<file path="config.mk">
export PLATFORM = sky130hd
export DESIGN_NAME = prob1
export DESIGN_NICKNAME = d
export VERILOG_FILES = /design/src/rtl/prob1.sv
export SDC_FILE = /design/constraint.sdc
export NUM_CORES = 1
export LEC_CHECK = 0
export BUFFER_PORTS_ARGS = -buffer_cell sky130_fd_sc_hd__buf_2
export CAP_MARGIN = 10
export CORE_AREA = 4 4 41 43
export DETAILED_ROUTE_END_ITERATION = 10
export DIE_AREA = 0 0 45 47
export GPL_TIMING_DRIVEN = 0
export PLACE_DENSITY = 0.3
export SKIP_CTS_REPAIR_TIMING = 1
export SYNTH_ARGS = -nofsm -noshare
export SYNTH_HDL_FRONTEND = slang
export SYNTH_SLANG_ARGS = --single-unit
</file>
<file path="constraint.sdc">
create_clock -name CLKin -period 0.89 [get_ports CLKin]
set_input_delay 0.2225 -clock CLKin [delete_from_list [all_inputs] [get_ports CLKin]]
set_output_delay 0.2225 -clock CLKin [all_outputs]
set_load 0.1 [all_outputs]
</file>
<file path="src/rtl/prob1.sv">
// -----------------------------------------------------------------------------
// prob1 -- fixed-ratio clock divider
//
// Purpose
//   Divides CLKin by 2*HALF_DIV with a 50% duty cycle. A 3-bit counter counts
//   CLKin rising edges; every HALF_DIV edges it wraps to 0 and the output
//   register flips. CLKout comes straight from a flop, so it has no
//   combinational path from any input.
//
// Parameters
//   HALF_DIV   CLKin rising edges per CLKout half-period. Legal range is 1..8.
//
// Ports
//   CLKin   in   1  sole clock; every state update happens on its rising edge
//   RST     in   1  synchronous, active-high reset; forces cnt=0, CLKout=0
//   CLKout  out  1  divided clock, period 2*HALF_DIV CLKin cycles
//   count   out  3  present only when PROB1_COUNT_OUT_EN is defined; mirrors
//                   the internal counter each cycle (0 out of reset)
//
// Configuration
//   PROB1_COUNT_OUT_EN  when defined, adds the count port after CLKout.
//                       CLKout behaves identically in both builds.
//
// The port order (CLKin, RST, CLKout) is fixed so that positional
// instantiations written against the original block keep working.
// -----------------------------------------------------------------------------
module prob1 #(
  parameter int HALF_DIV = 5
) (
  input  logic       CLKin,
  input  logic       RST,
  output logic       CLKout
`ifdef PROB1_COUNT_OUT_EN
  ,
  output logic [2:0] count
`endif
);

  // Terminal count value. HALF_DIV=8 gives 7, which still fits in 3 bits.
  localparam logic [2:0] LAST = 3'(HALF_DIV - 1);

  logic [2:0] cnt;
  logic       clk_q;
  logic       at_last;

  // Using >= instead of == makes any out-of-range count (only reachable via
  // an upset or a pre-reset power-up value) behave as terminal, so the
  // divider recovers on the next edge instead of walking through the
  // remaining count space.
  assign at_last = (cnt >= LAST);

  always_ff @(posedge CLKin) begin
    if (RST) begin
      cnt   <= 3'd0;
      clk_q <= 1'b0;
    end else if (at_last) begin
      cnt   <= 3'd0;
      clk_q <= ~clk_q;
    end else begin
      cnt   <= cnt + 3'd1;
      clk_q <= clk_q;
    end
  end

  assign CLKout = clk_q;

`ifdef PROB1_COUNT_OUT_EN
  assign count = cnt;
`endif

endmodule

</file>
* Word-level counts from Yosys, hierarchy flattened
Index checks and enable logic that the tools add are counted.
** Word-level totals
- Bits in registers :: 4
- Bits of input ports :: 2
- Word-level logic and storage cells :: 6
** Cells by class
- Add/sub/neg operators :: 1
- Order comparisons :: 1
- Bitwise gates (word level) :: 1
- Reduce and logical (&&, ||, !) cells :: 1
** Operator list (number)
- adder 3 x 1 -> 3 bit (second input constant) :: 1
- >= comparator 3 bit (second input constant) :: 1
- OR reduction 2 bit :: 1
- NOT 1 bit :: 1

* Logic depth before layout (Yosys ltp)
Gate-level depths: netlist of the first run.
- Depth in word-level cells :: 2
- Gate-level depth with buffers :: 3
- Depth with buffers taken out :: 3

* Worst setup path before layout of the first run
OpenSTA, ideal clock, no wires.
- Kind :: register to register
- Start :: register clk_q (netlist: CLKout)
- End :: register clk_q (netlist: CLKout)
- Arrival :: 1.175 ns
- Required time :: 0.773 ns
- Path slack :: -0.402 ns
- Cell stages (with the launch flop) :: 3
- Path buffers :: 0
- Clock period less this slack :: 1.292 ns
- Cell sequence :: dfxtp_1 xnor2_1 nor2_1
** Between the ends
- Word-level cells in the longest chain between the ends :: 1
** RTL lines
- start, declared :: RTL line 43 : logic clk_q;
- start signal, assigned :: RTL line 58 : clk_q <= ~clk_q;
- start signal, assigned :: RTL line 61 : clk_q <= clk_q;
- NOT 1 bit :: RTL line 58
No other way between the ends.
A chain may end at the register's enable or synchronous reset.

* Worst setup path in the final report of the first run
- Start :: register clk_q (netlist: CLKout)
- End :: output CLKout
** RTL lines
- end, declared :: RTL line 32 : output logic CLKout
No word-level cell between the ends.

==> run metrics, run 1 <==
Clock Tree Buf Depth=2; post-synthesis cell type count=7; Final Worst Setup Slack=-0.100 ns; H-tree level count=1; Total GRT Usage=0.0347; type of the worst setup path=reg -> out; placeable core region=1300 µm²; Hold EP=CLKout$_SDFFE_PP0P_; clock latency reported for the late side of the worst-skew pair=0.24 ns; aggregate global routing overflow=0; R2R Path End=cnt[2]$_SDFF_PP0_; horizontal extent of the die=45 µm; Final #Nets=25; nets in the synthesized netlist=17; count of buffer and inverter cells on the critical path=1; CP top delay family=flip-flops; clock transition at the register clock pins on the worst setup and hold paths after CTS=0.04 ns; Final min period=0.990 ns; fraction of the yosys area taken by sequential cells=0.552; Max transition margin=0.892; aggregate routed wire length=221 µm; cell area power density=2200 nW/µm²; slowest cell on the critical path=sky130_fd_sc_hd__dfxtp_4; Worst Setup End Kind=output pin; Die Area=2120 µm²; utilization after layout=0.176; pin count of the biggest net entering global routing=5; reported leakage power=0.0000950 µW; syn avg cell area=11.2 µm²; post-synthesis cell area=145 µm²; root cell of the clock tree=sky130_fd_sc_hd__clkbuf_4; total number of vias=100; Simple-Gate Fraction of Synth Area=0.164; vias per cell=2.86; violations in the final reports=negative setup slack; initial cell density of the core=0.112; critical-path maximum fanout=2; slew at the pin closest to its max-slew limit=0.162 ns; CP startpoint kind=flop; Post-Syn Instances=13; combinational family with the most area after synthesis=adder cells; Fmax=1.01 GHz; fraction of the mapped netlist area in compound gates=0; number of global-route vias before repair=98; wire length of the first global-routing pass=407 µm; proportion of netlist area held by the largest area contributor=0.552; Setup Viol. Count Final=1; fin crit share=1.11; synth cell count leaders=sky130_fd_sc_hd__dfxtp_1, sky130_fd_sc_hd__ha_1, sky130_fd_sc_hd__inv_1, sky130_fd_sc_hd__nor3b_1; Reg2Reg Launch Point=cnt[0]$_SDFF_PP0_; cell type with the highest aggregate area in the netlist=sky130_fd_sc_hd__dfxtp_1; worst setup path startpoint=CLKout$_SDFFE_PP0P_; Data required, critical path=0.67 ns; unrepaired setup endpoints after global routing=yes; R2R depth=3; TritonCTS Buffers=3; Area Overhead vs Synth=57.8%; CTS tree=built; Setup TNS Final=-0.100 ns; number of warnings reported in the yosys synthesis log=0; last weighted congestion value of the routability-driven placer=0.594; hold_sp=RST; I/O pin count=3; proportion of register bits with asynchronous set or reset after synthesis=0; share of synthesized cell area in full adder, half adder and majority cells=0.172; critical-path cell list=buf_12; remaining number of nets flagged by the antenna check after routing=0; pre-CTS WS=-0.0714 ns; commonest register cell after synthesis=sky130_fd_sc_hd__dfxtp_1; # clock sinks=4; max capacitance violation total=0; Clock Skews=0.00873 ns; status=finished, violations left; number of cells on the worst hold path=2; final hold violations=0; library cell with the highest instance count after synthesis=sky130_fd_sc_hd__dfxtp_1; multiplexer share of the synthesized area=0; peak per-stage delay on the critical path=0.36 ns; worst vdd ir=0.493 mV; placed wire-length estimate=129 µm; top post-synthesis cells by area=sky130_fd_sc_hd__dfxtp_1, sky130_fd_sc_hd__ha_1, sky130_fd_sc_hd__nor3b_1, sky130_fd_sc_hd__xnor2_1, sky130_fd_sc_hd__inv_1; number of register bits inferred by synthesis=4; area of the multi-input gates=57.6 µm²; slack of the worst reg-to-reg path=0.02 ns; input/output buffers=2; number of antenna violations at the first check in global routing=0; number of rows in the core area=13; number of synthesized flops with an enable pin=0; chip height=47 µm; WL/cell=6.31 µm; area share of xor/xnor cells in the synthesized design=0.0603; first drt pass iteration count=2; filler instances=149; Register Area=86.3 µm²; path category of the worst min-delay check=in -> reg; number of remaining DRC errors=0; Slew Limit Fails=0; share of post-route cells with drive strength above 1=0.500; data arrival at the endpoint of the critical path=0.77 ns; number of violations reported at the end of detailed-routing iteration 0=2; count of inserted antenna diode cells=0
## power breakdown
part | switching [µW] | internal [µW] | total, µW
combinational | 24.0 | 24.7 | 48.6
clock | 81.0 | 169 | 250
sequential | 10.3 | 194 | 204
## worst max-delay path by stage
stage,cells after the start,endpoint
2_1_floorplan,3,cnt[1]$_SDFF_PP0_
3_3_place_gp,1,CLKout
3_5_place_dp,1,CLKout
4_1_cts,1,CLKout
5_1_grt,1,CLKout
6_report,1,CLKout
## flip-flops by register name, indices dropped and copies added (netlist names)
signal	flops
CLKout	1
cnt	3
## logic make-up after synthesis
| kind of cell | Yosys count |
|---|---|
| flops | 4 |
| simple gates | 4 |
| buf+inv | 2 |
| fa+ha+maj | 2 |
| xor+xnor | 1 |
## cell usage in the layout (no fill, tap or decap)
cell                       Yosys  final
sky130_fd_sc_hd__dfxtp_4       0      1
sky130_fd_sc_hd__buf_4         0      1
sky130_fd_sc_hd__nor2_1        1      1
sky130_fd_sc_hd__buf_12        0      1
sky130_fd_sc_hd__buf_2         0      1
sky130_fd_sc_hd__inv_1         2      1
sky130_fd_sc_hd__clkbuf_4      0      3
sky130_fd_sc_hd__ha_1          2      2
sky130_fd_sc_hd__nor3_1        1      1
sky130_fd_sc_hd__nor3b_1       2      2
sky130_fd_sc_hd__clkbuf_1      0      1
sky130_fd_sc_hd__dfxtp_2       0      2
sky130_fd_sc_hd__xnor2_1       1      1
sky130_fd_sc_hd__inv_2         0      1
sky130_fd_sc_hd__dfxtp_1       4      1
## through the flow
step	instance area (µm²)	power, µW	hold slack (ns)	instances
global route	229	552	0.168	35
finish	229	503	0.172	35
global placement	178	243	0.427	30
CTS	204	507	0.161	34
detailed placement	178	241	0.417	30
floorplan	149	232	0.285	13
## metal layers
layer / GRT usage / routed length, µm
met3: 0.0230 / 22
met4: 0.0702 / 14
met1: 0.0339 / 91
met2: 0.0311 / 92
met5: 0 / 0
## layout make-up
class,count,share of cell area
clock buffer,4,0.115
inverter,2,0.0328
multi-input combinational,7,0.251
sequential,4,0.377
tap,15,0.0820
timing repair buffer,3,0.142
No activity file was read; power rests on OpenSTA's default activity.
==> run 2, diff against run 1 <==
- SKIP_CTS_REPAIR_TIMING: 1 -> unset
==> run metrics, run 2 (synthesis results as in run 1) <==
status=finished, violations left; violations in the final reports=negative setup slack; net load switching power=115 µW; commonest non-fill, non-tap cell in the layout=sky130_fd_sc_hd__clkbuf_4; Int Pwr=387 µW; number of rows in the core area=13; peak per-stage delay on the critical path=0.36 ns; post-route cell area=229 µm²; R2R depth=3; Placed Instance Area=178 µm²; register name with the most flops=cnt; placeable core region=1300 µm²; H-tree level count=1; Final min period=0.991 ns; CP startpoint kind=flop; Slew Limit Fails=0; max capacitance violation total=0; number of global-route vias before repair=99; cell area power density=2190 nW/µm²; vias per cell=2.83; worst vdd ir=0.493 mV; Setup Viol. Count Final=1; CTS tree=built; remaining number of nets flagged by the antenna check after routing=0; fin crit share=1.11; unrepaired setup endpoints after global routing=yes; Total GRT Usage=0.0363; Clock Skews=0.00860 ns; combinational fraction of design power=0.097; root cell of the clock tree=sky130_fd_sc_hd__clkbuf_4; I/O pin count=3; initial cell density of the core=0.112; Fmax=1.01 GHz; total number of vias=99; Area Overhead vs Synth=57.8%; final hold violations=0; Worst Setup End Kind=output pin; last weighted congestion value of the routability-driven placer=0.594; reported leakage power=0.0000950 µW; aggregate global routing overflow=0; number of cells on the worst hold path=2; # clock sinks=4; CP top delay family=flip-flops; Clock Tree Buf Depth=2; number of violations reported at the end of detailed-routing iteration 0=2; clock latency reported for the late side of the worst-skew pair=0.24 ns; R2R Path End=cnt[2]$_SDFF_PP0_; data arrival at the endpoint of the critical path=0.77 ns; path category of the worst min-delay check=in -> reg; Hold EP=CLKout$_SDFFE_PP0P_; portion of total power attributed to the clock network=0.496; critical-path maximum fanout=2; hold_sp=RST; sum of internal, switching and leakage power=502 µW; placed wire-length estimate=129 µm; slack of the worst reg-to-reg path=0.02 ns; register share of total power=0.407; chip height=47 µm; horizontal extent of the die=45 µm; TritonCTS Buffers=3; leading cell types in the layout, fill and taps excluded=sky130_fd_sc_hd__clkbuf_4, sky130_fd_sc_hd__nor3b_1, sky130_fd_sc_hd__ha_1, sky130_fd_sc_hd__dfxtp_2; hold buffer count at cts=0; fraction of power spent switching nets=0.229; count of buffer and inverter cells on the critical path=1; pin count of the biggest net entering global routing=5; Reg2Reg Launch Point=cnt[0]$_SDFF_PP0_; Die Area=2120 µm²; aggregate routed wire length=224 µm; input/output buffers=2; count of inserted antenna diode cells=0; type of the worst setup path=reg -> out; number of remaining DRC errors=0; utilization after layout=0.176; slowest cell on the critical path=sky130_fd_sc_hd__dfxtp_4; Final Worst Setup Slack=-0.101 ns; wire length of the first global-routing pass=434 µm; first drt pass iteration count=2; critical-path cell list=buf_12; Final #Nets=25; Max transition margin=0.892; WL/cell=6.40 µm; clock transition at the register clock pins on the worst setup and hold paths after CTS=0.04 ns; slew at the pin closest to its max-slew limit=0.162 ns; share of post-route cells with drive strength above 1=0.500; flip-flop count of the largest register after layout=3; number of antenna violations at the first check in global routing=0; Data required, critical path=0.67 ns
[run 2: cell counts in the layout (fill, tap and decap cells not counted)]
No cell type changed its count.
[run 2: worst max-delay path by stage]
stage | slack [ns] | end | startpoint | cells past startpoint
2_1_floorplan | 0.02 | cnt[1]$_SDFF_PP0_ | cnt[0]$_SDFF_PP0_ | 3
3_3_place_gp | -0.07 | CLKout | CLKout$_SDFFE_PP0P_ | 1
3_5_place_dp | -0.07 | CLKout | CLKout$_SDFFE_PP0P_ | 1
4_1_cts | -0.11 | CLKout | CLKout$_SDFFE_PP0P_ | 1
5_1_grt | -0.13 | CLKout | CLKout$_SDFFE_PP0P_ | 1
6_report | -0.10 | CLKout | CLKout$_SDFFE_PP0P_ | 1
[run 2: metrics by stage]
stage / setup TNS [ns] / hold WS (ns) / instances / setup slack (ns)
after CTS: -0.113 / 0.161 / 34 / -0.113
after global routing: -0.140 / 0.168 / 35 / -0.134
final: -0.101 / 0.173 / 35 / -0.101
after floorplan: 0 / 0.285 / 13 / 0.0150
after detailed placement: -0.0906 / 0.417 / 30 / -0.0714
after global placement: -0.103 / 0.427 / 30 / -0.0743
[run 2: per-layer routing]
layer / track usage / vias to the layer above / part of all wire
met4: 0.0702 / 0 / 0.063
met5: 0 / - / 0
met3: 0.0268 / 2 / 0.098
li1: - / 54 / -
met1: 0.0317 / 39 / 0.42
met2: 0.0367 / 4 / 0.41
[run 2: power by group through the flow]
stage               combinational, µW  clock [µW]  sequential, µW
floorplan                        17.6           0             215
global placement                 39.6           0             203
detailed placement               37.6           0             204
CTS                              43.6         269             203
global route                     52.8         292             207
finish                           48.7         249             204
[run 2: area by class of cell]
class,count,area [µm²]
Tap cell,15,18.8
Sequential cell,4,86.3
Timing Repair Buffer,3,32.5
Inverter,2,7.51
Fill cell,149,1070
Clock buffer,4,26.3
Multi-Input combinational cell,7,57.6
[run 2: what timing repair did]
action	CTS	global route
gates cloned	0	0
buffers inserted	0	1
endpoints found under the setup margin	2	2
resized for setup	5	2
